[config.mk]
export PLATFORM = sky130hd
export DESIGN_NAME = dram_bist_sequencer_flat
export DESIGN_NICKNAME = d
export VERILOG_FILES = /design/src/rtl/dram_bist_sequencer_pkg.sv /design/src/rtl/dram_bist_sequencer_if.sv /design/src/rtl/dram_bist_lfsr.sv /design/src/rtl/dram_bist_sequencer.sv /design/src/flat_wrapper.sv
export SDC_FILE = /design/constraint.sdc
export NUM_CORES = 1
export LEC_CHECK = 0
export CORE_MARGIN = 1.5
export CORE_UTILIZATION = 30
export CTS_BUF_LIST = sky130_fd_sc_hd__clkbuf_8
export DETAILED_ROUTE_END_ITERATION = 8
export PLACE_DENSITY = 0.51
export SETUP_SLACK_MARGIN = 0.02
export SYNTH_ARGS = -nofsm -noshare
export SYNTH_HDL_FRONTEND = slang
export SYNTH_SLANG_ARGS = --single-unit
[constraint.sdc]
create_clock -name clk -period 2.2 [get_ports clk]
set_input_delay 0.33 -clock clk [delete_from_list [all_inputs] [get_ports clk]]
set_output_delay 0.33 -clock clk [all_outputs]
set_load 0.02 [all_outputs]
[src/rtl/dram_bist_sequencer_pkg.sv]
// Shared types and helpers for the distributed-RAM BIST sequencer (package dram_bist_pkg).
// Holds the FSM states, the pattern codes, the LFSR step and the pattern-bit function.
package dram_bist_pkg;

    typedef enum logic [1:0] {
        IDLE  = 2'd0,
        WRITE = 2'd1,
        READ  = 2'd2,
        DONE  = 2'd3
    } state_e;

    typedef enum logic [1:0] {
        PAT_ZERO  = 2'd0,
        PAT_ONE   = 2'd1,
        PAT_CHECK = 2'd2,
        PAT_LFSR  = 2'd3
    } pattern_e;

    // Fibonacci x^5+x^3+1: state bit i holds sequence term n+i, so the new top bit is s[3]^s[0].
    localparam logic [4:0] LFSR_TAPS = 5'b01001;

    function automatic logic [4:0] lfsr_next(input logic [4:0] state);
        return {^(state & LFSR_TAPS), state[4:1]};
    endfunction

    function automatic logic pat_bit(input pattern_e pattern, input logic addr_lsb,
                                     input logic lfsr_bit);
        logic bit_val;
        case (pattern)
            PAT_ZERO:  bit_val = 1'b0;
            PAT_ONE:   bit_val = 1'b1;
            PAT_CHECK: bit_val = addr_lsb;
            default:   bit_val = lfsr_bit;
        endcase
        return bit_val;
    endfunction

endpackage

[src/rtl/dram_bist_sequencer_if.sv]
// RAM-side bus between the BIST sequencer (master) and one 32x1 dual-port distributed RAM (slave).
interface dram_bist_sequencer_if #(
    parameter int ADDR_W = 5
);
    logic [ADDR_W-1:0] ram_a;
    logic              ram_d;
    logic              ram_we;
    logic [ADDR_W-1:0] ram_dpra;
    logic              ram_dpo;

    modport master (output ram_a, output ram_d, output ram_we, output ram_dpra, input ram_dpo);
    modport slave  (input ram_a, input ram_d, input ram_we, input ram_dpra, output ram_dpo);
endinterface

[src/rtl/dram_bist_lfsr.sv]
// 5-bit Fibonacci LFSR with synchronous load and advance; o_bit is the current sequence term.
module dram_bist_lfsr
    import dram_bist_pkg::*;
(
    input  logic       clk,
    input  logic       rst,
    input  logic       i_load,
    input  logic [4:0] i_seed,
    input  logic       i_adv,
    output logic       o_bit
);

    logic [4:0] r_state;

    always_ff @(posedge clk) begin
        if (rst) begin
            r_state <= 5'h01;
        end else if (i_load) begin
            r_state <= i_seed;
        end else if (i_adv) begin
            r_state <= lfsr_next(r_state);
        end
    end

    assign o_bit = r_state[0];

endmodule

[src/rtl/dram_bist_sequencer.sv]
// BIST sequencer for one 32x1 dual-port distributed RAM: write a pattern, read it back, count mismatches.
// Optional macro DRAM_BIST_ERR_INJECT_EN adds i_inj_addr, whose written bit is inverted.
module dram_bist_sequencer
    import dram_bist_pkg::*;
#(
    parameter int         ADDR_W    = 5,
    parameter logic [4:0] LFSR_SEED = 5'h15
) (
    input  logic                  clk,
    input  logic                  rst,
    input  logic                  i_start,
    input  logic [1:0]            i_pattern,
`ifdef DRAM_BIST_ERR_INJECT_EN
    input  logic [ADDR_W-1:0]     i_inj_addr,
`endif
    dram_bist_sequencer_if.master io_ram,
    output logic                  o_busy,
    output logic                  o_done,
    output logic                  o_pass,
    output logic [ADDR_W:0]       o_err_count
);

    localparam logic [ADDR_W-1:0] ADDR_MAX  = '1;
    localparam logic [4:0]        SEED_EFF  = (LFSR_SEED == 5'd0) ? 5'h01 : LFSR_SEED;
    // The write side runs one term ahead because pat(0) is issued straight from the seed.
    localparam logic [4:0]        SEED_NEXT = lfsr_next(SEED_EFF);

    state_e            r_state;
    pattern_e          r_pattern;
    logic [ADDR_W-1:0] r_ram_a;
    logic [ADDR_W-1:0] r_ram_dpra;
    logic              r_ram_d;
    logic              r_ram_we;
    logic              r_busy;
    logic              r_done;
    logic              r_pass;
    logic [ADDR_W:0]   r_err_count;

    logic              w_start_run;
    logic              w_write_last;
    logic              w_wr_bit;
    logic              w_rd_bit;
    logic              w_mismatch;
    logic              w_inj_first;
    logic              w_inj_next;
    logic [ADDR_W-1:0] w_a_next;
    logic [ADDR_W:0]   w_err_next;

    assign w_start_run  = ((r_state == IDLE) || (r_state == DONE)) && i_start;
    assign w_write_last = (r_state == WRITE) && (r_ram_a == ADDR_MAX);
    assign w_a_next     = r_ram_a + 1'b1;
    assign w_mismatch   = io_ram.ram_dpo != pat_bit(r_pattern, r_ram_dpra[0], w_rd_bit);
    assign w_err_next   = r_err_count + {{ADDR_W{1'b0}}, w_mismatch};

`ifdef DRAM_BIST_ERR_INJECT_EN
    assign w_inj_first = (i_inj_addr == '0);
    assign w_inj_next  = (i_inj_addr == w_a_next);
`else
    assign w_inj_first = 1'b0;
    assign w_inj_next  = 1'b0;
`endif

    dram_bist_lfsr u_wr_lfsr (
        .clk    (clk),
        .rst    (rst),
        .i_load (w_start_run),
        .i_seed (SEED_NEXT),
        .i_adv  (r_state == WRITE),
        .o_bit  (w_wr_bit)
    );

    dram_bist_lfsr u_rd_lfsr (
        .clk    (clk),
        .rst    (rst),
        .i_load (w_write_last),
        .i_seed (SEED_EFF),
        .i_adv  (r_state == READ),
        .o_bit  (w_rd_bit)
    );

    always_ff @(posedge clk) begin
        // NOTE: only the control and output registers are reset; the RAM keeps its contents
        // and the next run rewrites every address before reading.
        if (rst) begin
            r_state     <= IDLE;
            r_pattern   <= PAT_ZERO;
            r_ram_a     <= '0;
            r_ram_dpra  <= '0;
            r_ram_d     <= 1'b0;
            r_ram_we    <= 1'b0;
            r_busy      <= 1'b0;
            r_done      <= 1'b0;
            r_pass      <= 1'b0;
            r_err_count <= '0;
        end else begin
            case (r_state)
                IDLE, DONE: begin
                    if (i_start) begin
                        r_pattern   <= pattern_e'(i_pattern);
                        r_ram_a     <= '0;
                        r_ram_we    <= 1'b1;
                        r_ram_d     <= pat_bit(pattern_e'(i_pattern), 1'b0, SEED_EFF[0]) ^ w_inj_first;
                        r_err_count <= '0;
                        r_pass      <= 1'b0;
                        r_done      <= 1'b0;
                        r_busy      <= 1'b1;
                        r_state     <= WRITE;
                    end
                end
                WRITE: begin
                    if (r_ram_a == ADDR_MAX) begin
                        r_ram_we   <= 1'b0;
                        r_ram_dpra <= '0;
                        r_state    <= READ;
                    end else begin
                        r_ram_a <= w_a_next;
                        r_ram_d <= pat_bit(r_pattern, w_a_next[0], w_wr_bit) ^ w_inj_next;
                    end
                end
                READ: begin
                    // DPO has had a full cycle to settle since DPRA moved.
                    r_err_count <= w_err_next;
                    r_ram_dpra  <= r_ram_dpra + 1'b1;
                    if (r_ram_dpra == ADDR_MAX) begin
                        r_busy  <= 1'b0;
                        r_done  <= 1'b1;
                        r_pass  <= (w_err_next == '0);
                        r_state <= DONE;
                    end
                end
                default: r_state <= IDLE;
            endcase
        end
    end

    assign io_ram.ram_a    = r_ram_a;
    assign io_ram.ram_d    = r_ram_d;
    assign io_ram.ram_we   = r_ram_we;
    assign io_ram.ram_dpra = r_ram_dpra;
    assign o_busy          = r_busy;
    assign o_done          = r_done;
    assign o_pass          = r_pass;
    assign o_err_count     = r_err_count;

endmodule

[src/flat_wrapper.sv]
// flat-port wrapper written by rule: the top's interface ports become plain ports
module dram_bist_sequencer_flat import dram_bist_pkg::*;
#(
    parameter int         ADDR_W    = 5,
    parameter logic [4:0] LFSR_SEED = 5'h15
)
  (clk, rst, i_start, i_pattern, o_busy, o_done, o_pass, o_err_count, io_ram_ram_a, io_ram_ram_d, io_ram_ram_we, io_ram_ram_dpra, io_ram_ram_dpo);
  dram_bist_sequencer_if #(.ADDR_W(ADDR_W)) io_ram_i ();
  input  logic clk;
  input  logic rst;
  input  logic i_start;
  input  logic [1:0] i_pattern;
  output logic o_busy;
  output logic o_done;
  output logic o_pass;
  output logic [ADDR_W:0] o_err_count;
  output wire logic [$bits(io_ram_i.ram_a)-1:0] io_ram_ram_a;
  output wire logic [$bits(io_ram_i.ram_d)-1:0] io_ram_ram_d;
  output wire logic [$bits(io_ram_i.ram_we)-1:0] io_ram_ram_we;
  output wire logic [$bits(io_ram_i.ram_dpra)-1:0] io_ram_ram_dpra;
  input wire logic [$bits(io_ram_i.ram_dpo)-1:0] io_ram_ram_dpo;
  assign io_ram_ram_a = io_ram_i.ram_a;
  assign io_ram_ram_d = io_ram_i.ram_d;
  assign io_ram_ram_we = io_ram_i.ram_we;
  assign io_ram_ram_dpra = io_ram_i.ram_dpra;
  assign io_ram_i.ram_dpo = io_ram_ram_dpo;
  dram_bist_sequencer #(.ADDR_W(ADDR_W), .LFSR_SEED(LFSR_SEED)) u_core (.clk(clk), .rst(rst), .i_start(i_start), .i_pattern(i_pattern), .io_ram(io_ram_i), .o_busy(o_busy), .o_done(o_done), .o_pass(o_pass), .o_err_count(o_err_count));
endmodule
# Word-level counts from Yosys, hierarchy flattened

Cells that the tools add are included.
W data, S select, Z words.

Add/subtract/negate cells: 3
Eq/ne operators: 13
Mux-type cells: 31
Reduce and logical (&&, ||, !) cells: 25

Operator list:

| cell                  | number |
|---|---|
| $mux W5               | 7 |
| $pmux W5 S2           | 2 |
| $pmux W6 S2           | 1 |
| $reduce_and A3 Y1     | 4 |
| $add A5 B1 Y5 const B | 2 |
| $eq A5 B5 Y1 const B  | 2 |
| $pmux W1 S2           | 5 |
| $reduce_bool A2 Y1    | 5 |
| $reduce_xor A5 Y1     | 2 |
| $mux W1               | 9 |
| $eq A2 B2 Y1 const B  | 4 |
| $reduce_or A2 Y1      | 4 |
| $add A6 B1 Y6         | 1 |
| $logic_not A2 Y1      | 3 |
| $logic_not A6 Y1      | 1 |
| $mux W2               | 3 |
| $mux W6               | 1 |
| $pmux W1 S3           | 2 |
| $pmux W2 S3           | 1 |
| $reduce_and A2 Y1     | 3 |
| $eq A2 B1 Y1 const B  | 2 |
| $ne A2 B1 Y1 const B  | 2 |
| $ne A2 B2 Y1 const B  | 2 |
| $logic_and A1 B1 Y1   | 2 |
| other kinds (2)       | 2 |

Bits in registers: 35
Bits of input ports: 6
Output and inout port bits: 21
Logic and storage cells: 86

# Longest topological paths before layout

Depth in word-level cells: 7
Gate-level depth with buffers: 10

# Modules after synthesis

Synthesis repeated with hierarchy kept, for this count alone.

Cell total of the unflattened synthesis: 211
Area, all modules: 1828.0 um^2

By module, submodules not included:

| module              | instances | cells each | area an instance (um^2) | seq. area each (um^2) |
|---|---|---|---|---|
| dram_bist_sequencer | 1         | 161        | 1322.5                  | 500.5 |
| dram_bist_lfsr      | 2         | 25         | 252.7                   | 100.1 |

# Least setup slack after synthesis

Ideal clock, no wire load.

Path kind: flip-flop to flip-flop
Start point: register u_core.r_ram_dpra[0], in the netlist u_core.io_ram.ram_dpra[0]
End point: register u_core.r_pass, in the netlist u_core.o_pass
Library setup time: 0.060 ns
Data arrival time: 1.892 ns
Path slack: 0.248 ns
Cell stages (with the launch flop): 10
Period minus slack after synthesis: 1.952 ns
Path through: dfxtp_1 -> a21oi_1 -> nor2_1 -> xor2_1 -> ha_1 -> ha_1 -> nand3_1 -> xnor2_1 -> nor4_1 -> a32o_1

Cells in the longest elaborated chain, start to end: 6
Elaborated cells between the ends (all ways): 9

Ends and longest elaborated chain:

| item                   | RTL line                      | RTL |
|---|---|---|
| start, declared        | dram_bist_sequencer.sv:31     | `logic [ADDR_W-1:0] r_ram_dpra;` |
| start signal, assigned | dram_bist_sequencer.sv:123    | `r_ram_dpra <= r_ram_dpra + 1'b1;` |
| $pmux W1 S3            | dram_bist_sequencer_pkg.sv:29 | `case (pattern)` |
| $ne A1 B1 Y1           | dram_bist_sequencer.sv:52     | `assign w_mismatch = io_ram.ram_dpo != pat_bit(r_pattern, r_ram_dpra[0], w_rd_bit);` |
| $add A6 B1 Y6          | dram_bist_sequencer.sv:53     | `assign w_err_next = r_err_count + {{ADDR_W{1'b0}}, w_mismatch};` |
| $logic_not A6 Y1       | dram_bist_sequencer.sv:127    | `r_pass <= (w_err_next == '0);` |
| $mux W1                | dram_bist_sequencer.sv:124    | `if (r_ram_dpra == ADDR_MAX) begin` |
| $pmux W1 S2            | dram_bist_sequencer.sv:96     | `case (r_state)` |
| end signal, assigned   | dram_bist_sequencer.sv:127    |  |
| end, declared          | dram_bist_sequencer.sv:36     | `logic r_pass;` |

Parallel ways exist; a longest one is shown, timed or not. The select of a mux whose other input is x is not followed.
A chain may end at the register's enable or synchronous reset.

# Worst setup path in the final report

Start point: register u_core.r_pattern[1]
End point: register u_core.r_pass, in the netlist u_core.o_pass

Cells in the longest elaborated chain, start to end: 7
Elaborated cells between the ends (all ways): 9

Ends and longest elaborated chain:

| item                                 | RTL line                      | RTL |
|---|---|---|
| start, declared                      | dram_bist_sequencer.sv:29     | `pattern_e r_pattern;` |
| start signal, assigned               | dram_bist_sequencer.sv:99     | `r_pattern <= pattern_e'(i_pattern);` |
| $eq A2 B2 Y1 (tied with other cells) | dram_bist_sequencer_pkg.sv:29 |  |
| $pmux W1 S3 *                        | dram_bist_sequencer_pkg.sv:29 |  |
| $ne A1 B1 Y1 *                       | dram_bist_sequencer.sv:52     |  |
| $add A6 B1 Y6 *                      | dram_bist_sequencer.sv:53     |  |
| $logic_not A6 Y1 *                   | dram_bist_sequencer.sv:127    |  |
| $mux W1 *                            | dram_bist_sequencer.sv:124    |  |
| $pmux W1 S2 *                        | dram_bist_sequencer.sv:96     |  |

Mark *: on every way between the ends. The rest lies on a longest branch, timed or not. The select of a mux whose other input is x is not followed.

==> summary.md <==
| Metric | Value |
|---|---|
| Dpl cells | `289` |
| Yosys reg bits | `35` |
| Worst-path maximum fanout | `4` |
| Post-synth top area share | `0.399` |
| Part of the Yosys area used for sequential elements | `0.399` |
| Fmax | `493 MHz` |
| Syn_nets | `209` |
| Arrival time at the worst endpoint | `2.27 ns` |
| Initial antenna violation count | `0` |
| Mapped cell area | `1750 um^2` |
| Cells after Synth | `194` |
| Share of cells above drive strength 1 | `0.107` |
| I/O pin cnt | `27` |
| Rows | `27` |
| Switch Pwr | `977 uW` |
| Least-Margin Pin Slew | `0.713 ns` |
| Post-synth ARST share | `0` |
| PD cells | `1130 nW/um^2` |
| Core Footprint | `5570 um^2` |
| Final Setup Violations | `0` |
| P_int | `1480 uW` |
| CP endpoint kind | `flop` |
| Slew margin rel. | `0.525` |
| DIE HEIGHT | `79.5 um` |
| Period minus WS final | `2.03 ns` |
| Layout Nets | `239` |
| Reg2Reg Depth | `10` |
| Area leader, netlist | `dfxtp_1` |
| Die Wd | `79.5 um` |
| List of most frequent post-synthesis cells | `dfxtp_1 (35), nor2_1 (21), a21oi_1 (17)` |
| WL/cell | `13.2 um` |
| CTS tree | `built` |
| # H-tree levels | `2` |
| CTS Hold Bufs | `0` |
| Finished Core Util | `0.391` |
| MaxCap Viol Count | `0` |
| Combinational Power Share | `0.452` |
| Postcts setup bufs | `0` |
| Synth warnings | `0` |
| Area growth syn-to-layout | `24.3%` |
| Skew-Pair Late Insertion Delay | `0.29 ns` |
| Worst Setup Path Type | `flop to flop` |
| Post-DP HPWL | `2.79 mm` |
| Post-synth EDFFs | `0` |
| Switching Share | `0.397` |
| N_diodes | `0` |
| Main synth FF type | `dfxtp_1` |
| Power share of the sequential group | `0.336` |
| Leak Pwr | `0.000813 uW` |
| Root Driver | `clkbuf_8` |
| Fill cells | `568` |
| Top-count cell post-synth | `dfxtp_1` |
| DR vias | `1437` |
| Routed Antenna Nets | `0` |
| Setup TNS | `0 ns` |
| Routability Congestion | `0.712` |
| Worst endpoint required time | `2.44 ns` |
| Period Utilization, post-route | `0.922` |
| Congestion Overflow GR | `0` |
| Pin count of the biggest net entering global routing | `20` |
| Clock power frac | `0.212` |
| CTS buffer count | `5` |
| Worst-path clk slew | `0.07 ns` |
| TritonRoute pass-1 iters | `4` |
| Number of global-route vias before repair | `1329` |
| Port-buffer cells | `26` |
| # DRC | `0` |
| Worst VDD drop | `625 uV` |
| Number of distinct library cells after synthesis | `44` |
| Global-route wire length before repair | `6.49 mm` |
| Initial drt markers | `63` |
| CTS-repair resized insts | `0` |
| Layout Skew | `0.00767 ns` |
| Startpoint types | `flop` |
| Clk buf depth | `2` |
| Ranking of synthesized cells by area | `dfxtp_1 (40%), ha_1 (6.4%), a21oi_1 (4.9%), mux2i_1 (4.6%), nor2_1 (4.5%)` |
| Status | `completed` |
| Slew Limit Fails | `0` |
| CTS Sinks | `35` |
| Total track usage | `0.134` |
| Final std cells w/o fill | `297` |
| Syn Area/Cell | `9.04 um^2` |
| Via density | `4.84` |
| RSZ-0062 raised after global routing | `no` |
| Final WL | `3.92 mm` |
| Worst min-delay path class | `flop to flop` |
| Final-report hold violation count | `0` |
| Die ar. | `6310 um^2` |
| Worst Hold Path Cells | `2` |
| Starting density of the core | `0.315` |
cells by family after synthesis:
logic type                 after synthesis  synth area share
and+or+nand+nor                         73             0.223
adders and majority gates                9            0.0642
buffers and inverters                   14            0.0542
muxes                                    8            0.0457
AOI/OAI and AO/OA                       48             0.179
xor gates and xnor gates                 7            0.0350
DFF                                     35             0.399
path summary, 6_finish.rpt:
check / start / to / slack [ns]
max: u_core.r_pattern[1] / u_core.o_pass / 0.17
min: u_core.io_ram.ram_d / u_core.io_ram.ram_d / 0.47
max reg2reg: u_core.r_pattern[1] / u_core.o_pass / 0.17
min reg2reg: u_core.io_ram.ram_d / u_core.io_ram.ram_d / 0.47
layer usage:
| layer | up-vias | GRT usage | routed length (um) |
|---|---|---|---|
| li1 | 750 | - | - |
| met1 | 657 | 0.178 | 2080 |
| met2 | 25 | 0.203 | 1670 |
| met3 | 5 | 0.0343 | 121 |
| met4 | 0 | 0.0579 | 45 |
| met5 | - | 0 | 0 |
per-stage QoR:
step	area (um^2)	worst slack, ns	power, uW	hold WS, ns
after global placement	2080	0.0798	1950	0.452
after global routing	2180	0.0308	2620	0.495
final	2180	0.172	2460	0.465
after floorplan	1750	0.248	1710	0.454
after detailed placement	2080	0.0500	1950	0.454
after CTS	2180	0.171	2480	0.472
registers in the layout (all words and copies together) (netlist names):
register                  flops
u_core.io_ram.ram_a           5
u_core.io_ram.ram_d           1
u_core.io_ram.ram_dpra        5
u_core.io_ram.ram_we          1
u_core.o_busy                 1
u_core.o_done                 1
u_core.o_err_count            6
u_core.o_pass                 1
u_core.r_pattern              2
u_core.r_state                2
u_core.u_rd_lfsr.r_state      5
u_core.u_wr_lfsr.r_state      5
layout by cell type, fill, tap and decap left out, types with 2 or more instances in the layout:
master	count
a211oi_1	2
a21oi_1	17
a22oi_1	7
a2bb2oi_1	2
a32oi_1	2
and2_1	2
and3_1	3
buf_4	8
clkbuf_8	7
clkdlybuf4s50_1	26
dfxtp_1	35
ha_1	9
inv_1	4
mux2i_1	8
nand2_1	16
nand2b_1	3
nand2b_4	2
nand3_1	6
nor2_1	21
nor2b_1	2
nor3_1	7
o21ai_0	11
xnor2_1	5
xor2_1	2
layout make-up:
cell class,count,area [um^2],share of cell area
flip-flops and latches,35,701,0.321
clock inverters,1,3.75,0.00172
repair buffers,34,320,0.147
multi-input cells,145,958,0.439
inverters,3,11.3,0.00516
clock buffers,7,96.3,0.0442
well taps,72,90.1,0.0413
power groups by stage:
stage               clock network (uW)  registers, uW  logic [uW]
detailed placement                   0            842        1110
global route                       567            842        1210
floorplan                            0            881         831
CTS                                538            827        1120
finish                             522            826        1110
global placement                     0            840        1110
critical path, cell delays in order (launching register included):
cell and delay [ns]:
dfxtp_1 0.34, nand2_1 0.09, nor2_1 0.04, nor2_1 0.19, xor2_1 0.17, ha_1 0.20
ha_1 0.17, nand3_1 0.09, xnor2_1 0.16, nor4_1 0.34, a32o_1 0.16
(Power assumes the default switching activity.)
